File: config.mk
export PLATFORM = sky130hd
export DESIGN_NAME = autenticacao_sequencial_flat
export DESIGN_NICKNAME = d
export VERILOG_FILES = /design/src/rtl/autenticacao_sequencial_if.sv /design/src/rtl/autenticacao_sequencial.sv /design/src/flat_wrapper.sv
export SDC_FILE = /design/constraint.sdc
export NUM_CORES = 1
export LEC_CHECK = 0
export BUFFER_PORTS_ARGS = -buffer_cell sky130_fd_sc_hd__buf_4
export CORE_MARGIN = 2
export CORE_UTILIZATION = 45
export CTS_BUF_LIST = sky130_fd_sc_hd__clkbuf_16
export DETAILED_ROUTE_END_ITERATION = 6
export PLACE_DENSITY_LB_ADDON = 0.25
export SYNTH_ARGS = -nofsm -noshare
export SYNTH_HDL_FRONTEND = slang
export SYNTH_SLANG_ARGS = --single-unit
File: constraint.sdc
create_clock -name clk -period 5.7 [get_ports clk]
set_input_delay 0.855 -clock clk [delete_from_list [all_inputs] [get_ports clk]]
set_output_delay 0.855 -clock clk [all_outputs]
set_load 0.02 [all_outputs]
File: src/rtl/autenticacao_sequencial_if.sv
// Interface bundle for the sequential authentication controller.
// Groups everything except clk/rst:
//   request side : req, user_id, pin
//   program side : prog_en, prog_id, prog_pin, prog_perm
//   status side  : busy, granted, denied, locked, perm_out, fail_cnt
// master = front end / keypad driver, slave = the controller.
interface autenticacao_sequencial_if #(
  parameter int ID_W   = 2,
  parameter int PIN_W  = 4,
  parameter int N_PERM = 7,
  parameter int FAIL_W = 2
);
  logic              req;
  logic [ID_W-1:0]   user_id;
  logic [PIN_W-1:0]  pin;
  logic              prog_en;
  logic [ID_W-1:0]   prog_id;
  logic [PIN_W-1:0]  prog_pin;
  logic [N_PERM-1:0] prog_perm;
  logic              busy;
  logic              granted;
  logic              denied;
  logic              locked;
  logic [N_PERM-1:0] perm_out;
  logic [FAIL_W-1:0] fail_cnt;

  modport master (
    output req, user_id, pin, prog_en, prog_id, prog_pin, prog_perm,
    input  busy, granted, denied, locked, perm_out, fail_cnt
  );

  modport slave (
    input  req, user_id, pin, prog_en, prog_id, prog_pin, prog_perm,
    output busy, granted, denied, locked, perm_out, fail_cnt
  );
endinterface

File: src/rtl/autenticacao_sequencial.sv
// Sequential authentication controller.
// Holds a programmable table of {PIN, permission} per user ID. A request
// captured in IDLE is checked one cycle later; a match drives the stored
// permission vector for GRANT_CYCLES cycles, a mismatch pulses denied and
// bumps the consecutive-failure count. MAX_TRIES failures in a row put the
// block into LOCK for LOCK_CYCLES cycles.
// Ports:
//   clk  - rising-edge clock
//   rst  - synchronous active-high reset
//   bus  - autenticacao_sequencial_if.slave (request, program, status)
// Optional build macro AUTH_MASTER_EN: adds MASTER_PIN, which matches any
// user ID in CHECK and grants all-ones permissions.
// All outputs come from flops (state / perm / fail registers); there is no
// combinational path from the inputs to any output.
module autenticacao_sequencial #(
  parameter int ID_W         = 2,
  parameter int PIN_W        = 4,
  parameter int N_PERM       = 7,
  parameter int MAX_TRIES    = 3,
  parameter int GRANT_CYCLES = 4,
  parameter int LOCK_CYCLES  = 8
`ifdef AUTH_MASTER_EN
  , parameter logic [PIN_W-1:0] MASTER_PIN = '1
`endif
) (
  input  logic                      clk,
  input  logic                      rst,
  autenticacao_sequencial_if.slave  bus
);

  localparam int DEPTH  = 1 << ID_W;
  localparam int FAIL_W = $clog2(MAX_TRIES + 1);
  localparam int TMAX   = (GRANT_CYCLES > LOCK_CYCLES) ? GRANT_CYCLES : LOCK_CYCLES;
  localparam int TMR_W  = (TMAX > 1) ? $clog2(TMAX) : 1;

  typedef enum logic [2:0] {IDLE, CHECK, GRANT, DENY, LOCK} state_t;

  state_t state, next_state;

  logic [DEPTH-1:0][PIN_W-1:0]  tbl_pin;
  logic [DEPTH-1:0][N_PERM-1:0] tbl_perm;
  logic [ID_W-1:0]              cap_id;
  logic [PIN_W-1:0]             cap_pin;
  logic [FAIL_W-1:0]            fail_cnt;
  logic [N_PERM-1:0]            perm_q;
  logic [TMR_W-1:0]             tmr;

  logic              match;
  logic [N_PERM-1:0] match_perm;
  logic              grant_done;
  logic              lock_done;
  logic              at_max;

  // Table lookup on the captured request
  always_comb begin
    match      = (cap_pin == tbl_pin[cap_id]);
    match_perm = tbl_perm[cap_id];
`ifdef AUTH_MASTER_EN
    if (cap_pin == MASTER_PIN) begin
      match      = 1'b1;
      match_perm = '1;
    end
`endif
  end

  // tmr restarts on every state change, so it counts cycles spent in the
  // current GRANT or LOCK window.
  assign grant_done = (tmr == TMR_W'(GRANT_CYCLES - 1));
  assign lock_done  = (tmr == TMR_W'(LOCK_CYCLES - 1));
  assign at_max     = (fail_cnt == FAIL_W'(MAX_TRIES));

  always_ff @(posedge clk) begin
    if (rst) state <= IDLE;
    else     state <= next_state;
  end

  always_comb begin
    next_state = state;
    case (state)
      IDLE:  if (bus.req && !bus.prog_en) next_state = CHECK;
      CHECK: next_state = match ? GRANT : DENY;
      GRANT: if (grant_done) next_state = IDLE;
      DENY:  next_state = at_max ? LOCK : IDLE;
      LOCK:  if (lock_done) next_state = IDLE;
      default: next_state = IDLE;
    endcase
  end

  always_ff @(posedge clk) begin
    if (rst) begin
      tbl_pin  <= '0;
      tbl_perm <= '0;
      cap_id   <= '0;
      cap_pin  <= '0;
      fail_cnt <= '0;
      perm_q   <= '0;
      tmr      <= '0;
    end else begin
      case (state)
        IDLE: begin
          // A write in the same cycle as req wins; req is dropped.
          if (bus.prog_en) begin
            tbl_pin[bus.prog_id]  <= bus.prog_pin;
            tbl_perm[bus.prog_id] <= bus.prog_perm;
          end else if (bus.req) begin
            cap_id  <= bus.user_id;
            cap_pin <= bus.pin;
          end
        end
        CHECK: begin
          if (match)        fail_cnt <= '0;
          else if (!at_max) fail_cnt <= fail_cnt + 1'b1;
        end
        LOCK: if (lock_done) fail_cnt <= '0;
        default: ;
      endcase

      // Permissions are latched on GRANT entry so table writes cannot
      // disturb an open window; cleared whenever GRANT is not next.
      if (next_state == GRANT) perm_q <= (state == CHECK) ? match_perm : perm_q;
      else                     perm_q <= '0;

      if (next_state != state)                 tmr <= '0;
      else if (state == GRANT || state == LOCK) tmr <= tmr + 1'b1;
    end
  end

  assign bus.busy     = (state != IDLE);
  assign bus.granted  = (state == GRANT);
  assign bus.denied   = (state == DENY);
  assign bus.locked   = (state == LOCK);
  assign bus.perm_out = perm_q;
  assign bus.fail_cnt = fail_cnt;

endmodule
File: src/flat_wrapper.sv
// flat-port wrapper written by rule: the top's interface ports become plain ports
module autenticacao_sequencial_flat 
#(
  parameter int ID_W         = 2,
  parameter int PIN_W        = 4,
  parameter int N_PERM       = 7,
  parameter int MAX_TRIES    = 3,
  parameter int GRANT_CYCLES = 4,
  parameter int LOCK_CYCLES  = 8

)
  (clk, rst, bus_req, bus_user_id, bus_pin, bus_prog_en, bus_prog_id, bus_prog_pin, bus_prog_perm, bus_busy, bus_granted, bus_denied, bus_locked, bus_perm_out, bus_fail_cnt);
  autenticacao_sequencial_if #(.ID_W(ID_W), .PIN_W(PIN_W), .N_PERM(N_PERM)) bus_i ();
  input  logic clk;
  input  logic rst;
  input wire logic [$bits(bus_i.req)-1:0] bus_req;
  input wire logic [$bits(bus_i.user_id)-1:0] bus_user_id;
  input wire logic [$bits(bus_i.pin)-1:0] bus_pin;
  input wire logic [$bits(bus_i.prog_en)-1:0] bus_prog_en;
  input wire logic [$bits(bus_i.prog_id)-1:0] bus_prog_id;
  input wire logic [$bits(bus_i.prog_pin)-1:0] bus_prog_pin;
  input wire logic [$bits(bus_i.prog_perm)-1:0] bus_prog_perm;
  output wire logic [$bits(bus_i.busy)-1:0] bus_busy;
  output wire logic [$bits(bus_i.granted)-1:0] bus_granted;
  output wire logic [$bits(bus_i.denied)-1:0] bus_denied;
  output wire logic [$bits(bus_i.locked)-1:0] bus_locked;
  output wire logic [$bits(bus_i.perm_out)-1:0] bus_perm_out;
  output wire logic [$bits(bus_i.fail_cnt)-1:0] bus_fail_cnt;
  assign bus_i.req = bus_req;
  assign bus_i.user_id = bus_user_id;
  assign bus_i.pin = bus_pin;
  assign bus_i.prog_en = bus_prog_en;
  assign bus_i.prog_id = bus_prog_id;
  assign bus_i.prog_pin = bus_prog_pin;
  assign bus_i.prog_perm = bus_prog_perm;
  assign bus_busy = bus_i.busy;
  assign bus_granted = bus_i.granted;
  assign bus_denied = bus_i.denied;
  assign bus_locked = bus_i.locked;
  assign bus_perm_out = bus_i.perm_out;
  assign bus_fail_cnt = bus_i.fail_cnt;
  autenticacao_sequencial #(.ID_W(ID_W), .PIN_W(PIN_W), .N_PERM(N_PERM), .MAX_TRIES(MAX_TRIES), .GRANT_CYCLES(GRANT_CYCLES), .LOCK_CYCLES(LOCK_CYCLES)) u_core (.clk(clk), .rst(rst), .bus(bus_i));
endmodule
==> flow_summary.json <==
{
  "diodes": 0,
  "syn_inst": 267,
  "worst_slew_pin_slew_ps": 948.3,
  "drt.antenna.violating_nets": 0,
  "dr.pass1.iters": 4,
  "grt_max_degree": 58,
  "syn_area_um2": 2889,
  "seq_area_frac_synth_pct": 45.04,
  "synth_compound_area_share_pct": 4.417,
  "wirelength_um": 5530,
  "vias": 1985,
  "outcome": "complete, no violations",
  "hp-class": "flip-flop to flip-flop",
  "dp_hpwl_um": 3649,
  "reg2reg_slack_ps": 3340,
  "worst-path-max-fanout": 8,
  "met2_usage_pct": 23.95,
  "placed_cell_area_um2": 3192,
  "period_needed_ps": 2413,
  "ctsLongestPathBuffers": 2,
  "layout_commonest_cell": "dfxtp_1",
  "cts_buffers": 9,
  "rows": 29,
  "worstPathRequired_ps": 4850,
  "synth_cell_types": 31,
  "max_freq_mhz": 414.4,
  "clk_pin_slew_worst_paths_ps": 50,
  "clock_sinks": 65,
  "rsz0062_at_grt": "no",
  "ctsHoldBuffers": 0,
  "synthMuxAreaShare_pct": 28.45,
  "clock_latency_ps": 320,
  "cts_root_buf": "clkbuf_16",
  "die_area_um2": 7077,
  "dieHeight_um": 84.13,
  "core_um2": 6277,
  "pin_count": 36,
  "relSlewSlack_pct": 36.59,
  "layout.nets": 325,
  "grt_pass1_wl_um": 9259,
  "yosys.area_share.adder_pct": 1.732,
  "routabilityCongestion": 0.7349,
  "met3_usage_pct": 5.341,
  "port_buffers": 35,
  "final_cell_mix": "dfxtp_1 (65), nor2_1 (58), mux2i_1 (54)",
  "yosys_warnings": 0,
  "syn_nets": 294,
  "maxSlewViolCount": 0,
  "finalSetupViolations": 0,
  "drc": 0,
  "maxCapViolations": 0,
  "ys_ff_latch": 65,
  "critical_path_arrival_ps": 1560,
  "synth_simple_gate_area_share_pct": 15.16,
  "grt_pass1_vias": 1808,
  "wire_per_inst_um": 14.59,
  "cp-start-kind": "flip-flop",
  "avgSynthCellArea_um2": 10.82,
  "drive_above_1_share_pct": 21.85,
  "cts_tree": "yes",
  "crit_type": "flip-flop to output port",
  "cts_setup_buffers": 0,
  "ctsResizeCount": 0,
  "use_met1_pct": 23.76,
  "grt-ovfl-total": 0,
  "post-route-period-util_pct": 42.33,
  "cts_max_level": 3,
  "fin_skew_ps": 5.182,
  "drtIter0Drc": 103,
  "syn2layout_area_growth_pct": 20.10,
  "powerDensity_nw_per_um2": 317.1,
  "grt_usage_pct": 16.87,
  "total_power_mw": 1.100,
  "antenna_found_initial": 0,
  "fin_setup_tns_ps": 0,
  "synth_top_family_by_area": "multiplexers",
  "hold_ws_ps": 466.3,
  "gr-max-usage-layer": "met2",
  "power.leakage_nw": 1.590,
  "peakVddDrop_v": 0.0001698,
  "initial_core_util_pct": 46.02,
  "vias_per_cell": 5.237,
  "fp.dieW_um": 84.13,
  "final_cell_count_no_fill": 379,
  "design_area_um2": 3470,
  "hold_viol_final": 0,
  "place_inst": 364,
  "synth_xor_area_share_pct": 2.295,
  "cp-end-kind": "output port"
}
[stage by stage]
stage,utilization [%],setup WS [ps]
after floorplan,-,3636
after global placement,50.85,3333
after detailed placement,50.85,3312
after CTS,55.27,3295
after global routing,55.27,3200
final,55.27,3287
[final cells by class]
class / instances / area (um2)
fillers: 573 / 2808
repair buffers: 37 / 277.8
clock buffers: 9 / 225.2
flip-flops and latches: 65 / 1301
well taps: 77 / 96.34
inverters: 2 / 7.507
multi-input cells: 183 / 1509
clock inverters: 6 / 52.55
[layer usage]
layer	up-vias	part of all wire, %
met5	-	0
met4	0	1.5
met3	9	4.5
met2	36	44
met1	943	49
li1	997	-
[cell usage after synthesis]
master     n  area, um2
a21bo_4    1      16.27
a21oi_1    4      20.02
a21oi_2    7      61.31
a31oi_4    1      21.27
and3b_1    1      8.760
buf_2      4      20.02
buf_6      1      11.26
clkbuf_1  12      45.04
dfxtp_1   65       1301
ha_1       4      50.05
inv_1      2      7.510
mux2i_1   54      540.5
mux4_1     9      236.5
mux4_2     2      45.04
nand2_1   17      63.81
nand2b_1   3      18.77
nand3_1    1      5.000
nand3b_1   2      15.01
nand4_1    2      12.51
nand4_4    1      21.27
nand4b_1   2      17.52
nor2_1    58      217.7
nor2b_1    1      6.260
nor3_1     2      10.01
nor3_2     1      10.01
nor3b_1    3      22.52
o32ai_1    1      8.760
or3b_2     1      8.760
xnor2_1    1      8.760
xnor2_2    3      48.80
xor2_1     1      8.760
[where the power goes]
part | switching (mW) | leakage, nW | internal [mW] | total (mW)
clock | 0.183 | 0.139 | 0.329 | 0.512
combinational | 0.0529 | 0.924 | 0.0509 | 0.104
sequential | 0.0140 | 0.527 | 0.470 | 0.484
total | 0.250 | 1.59 | 0.850 | 1.10
[critical path, cell delays in order (launching register included)]
cell	delay, ps
dfxtp_1	480
nor3b_1	510
buf_4	240
[logic make-up (layout without fill, tap and decap cells)]
logic type / count (synthesis) / in the layout
simple gates: 95 / 95
flops: 65 / 65
xor+xnor: 5 / 5
mux: 65 / 65
buf+inv: 19 / 54
compound gates: 14 / 14
fa+ha+maj: 4 / 4
[registers in the layout, summed over array words and instances (netlist names)]
register / cells
u_core.tbl_perm: 28
u_core.cap_id: 2
u_core.bus.perm_out: 7
u_core.cap_pin: 4
u_core.tmr: 3
u_core.tbl_pin: 16
u_core.state: 3
u_core.bus.fail_cnt: 2
[worst paths after layout]
path,cells past startpoint,to,from
setup / recovery,2,bus_locked,u_core.state[2]
hold / removal,2,u_core.bus.perm_out[5],u_core.bus.perm_out[5]
setup reg to reg,5,u_core.bus.fail_cnt[1],u_core.cap_id[0]
hold reg to reg,2,u_core.bus.perm_out[5],u_core.bus.perm_out[5]
(Power assumes the default switching activity.)
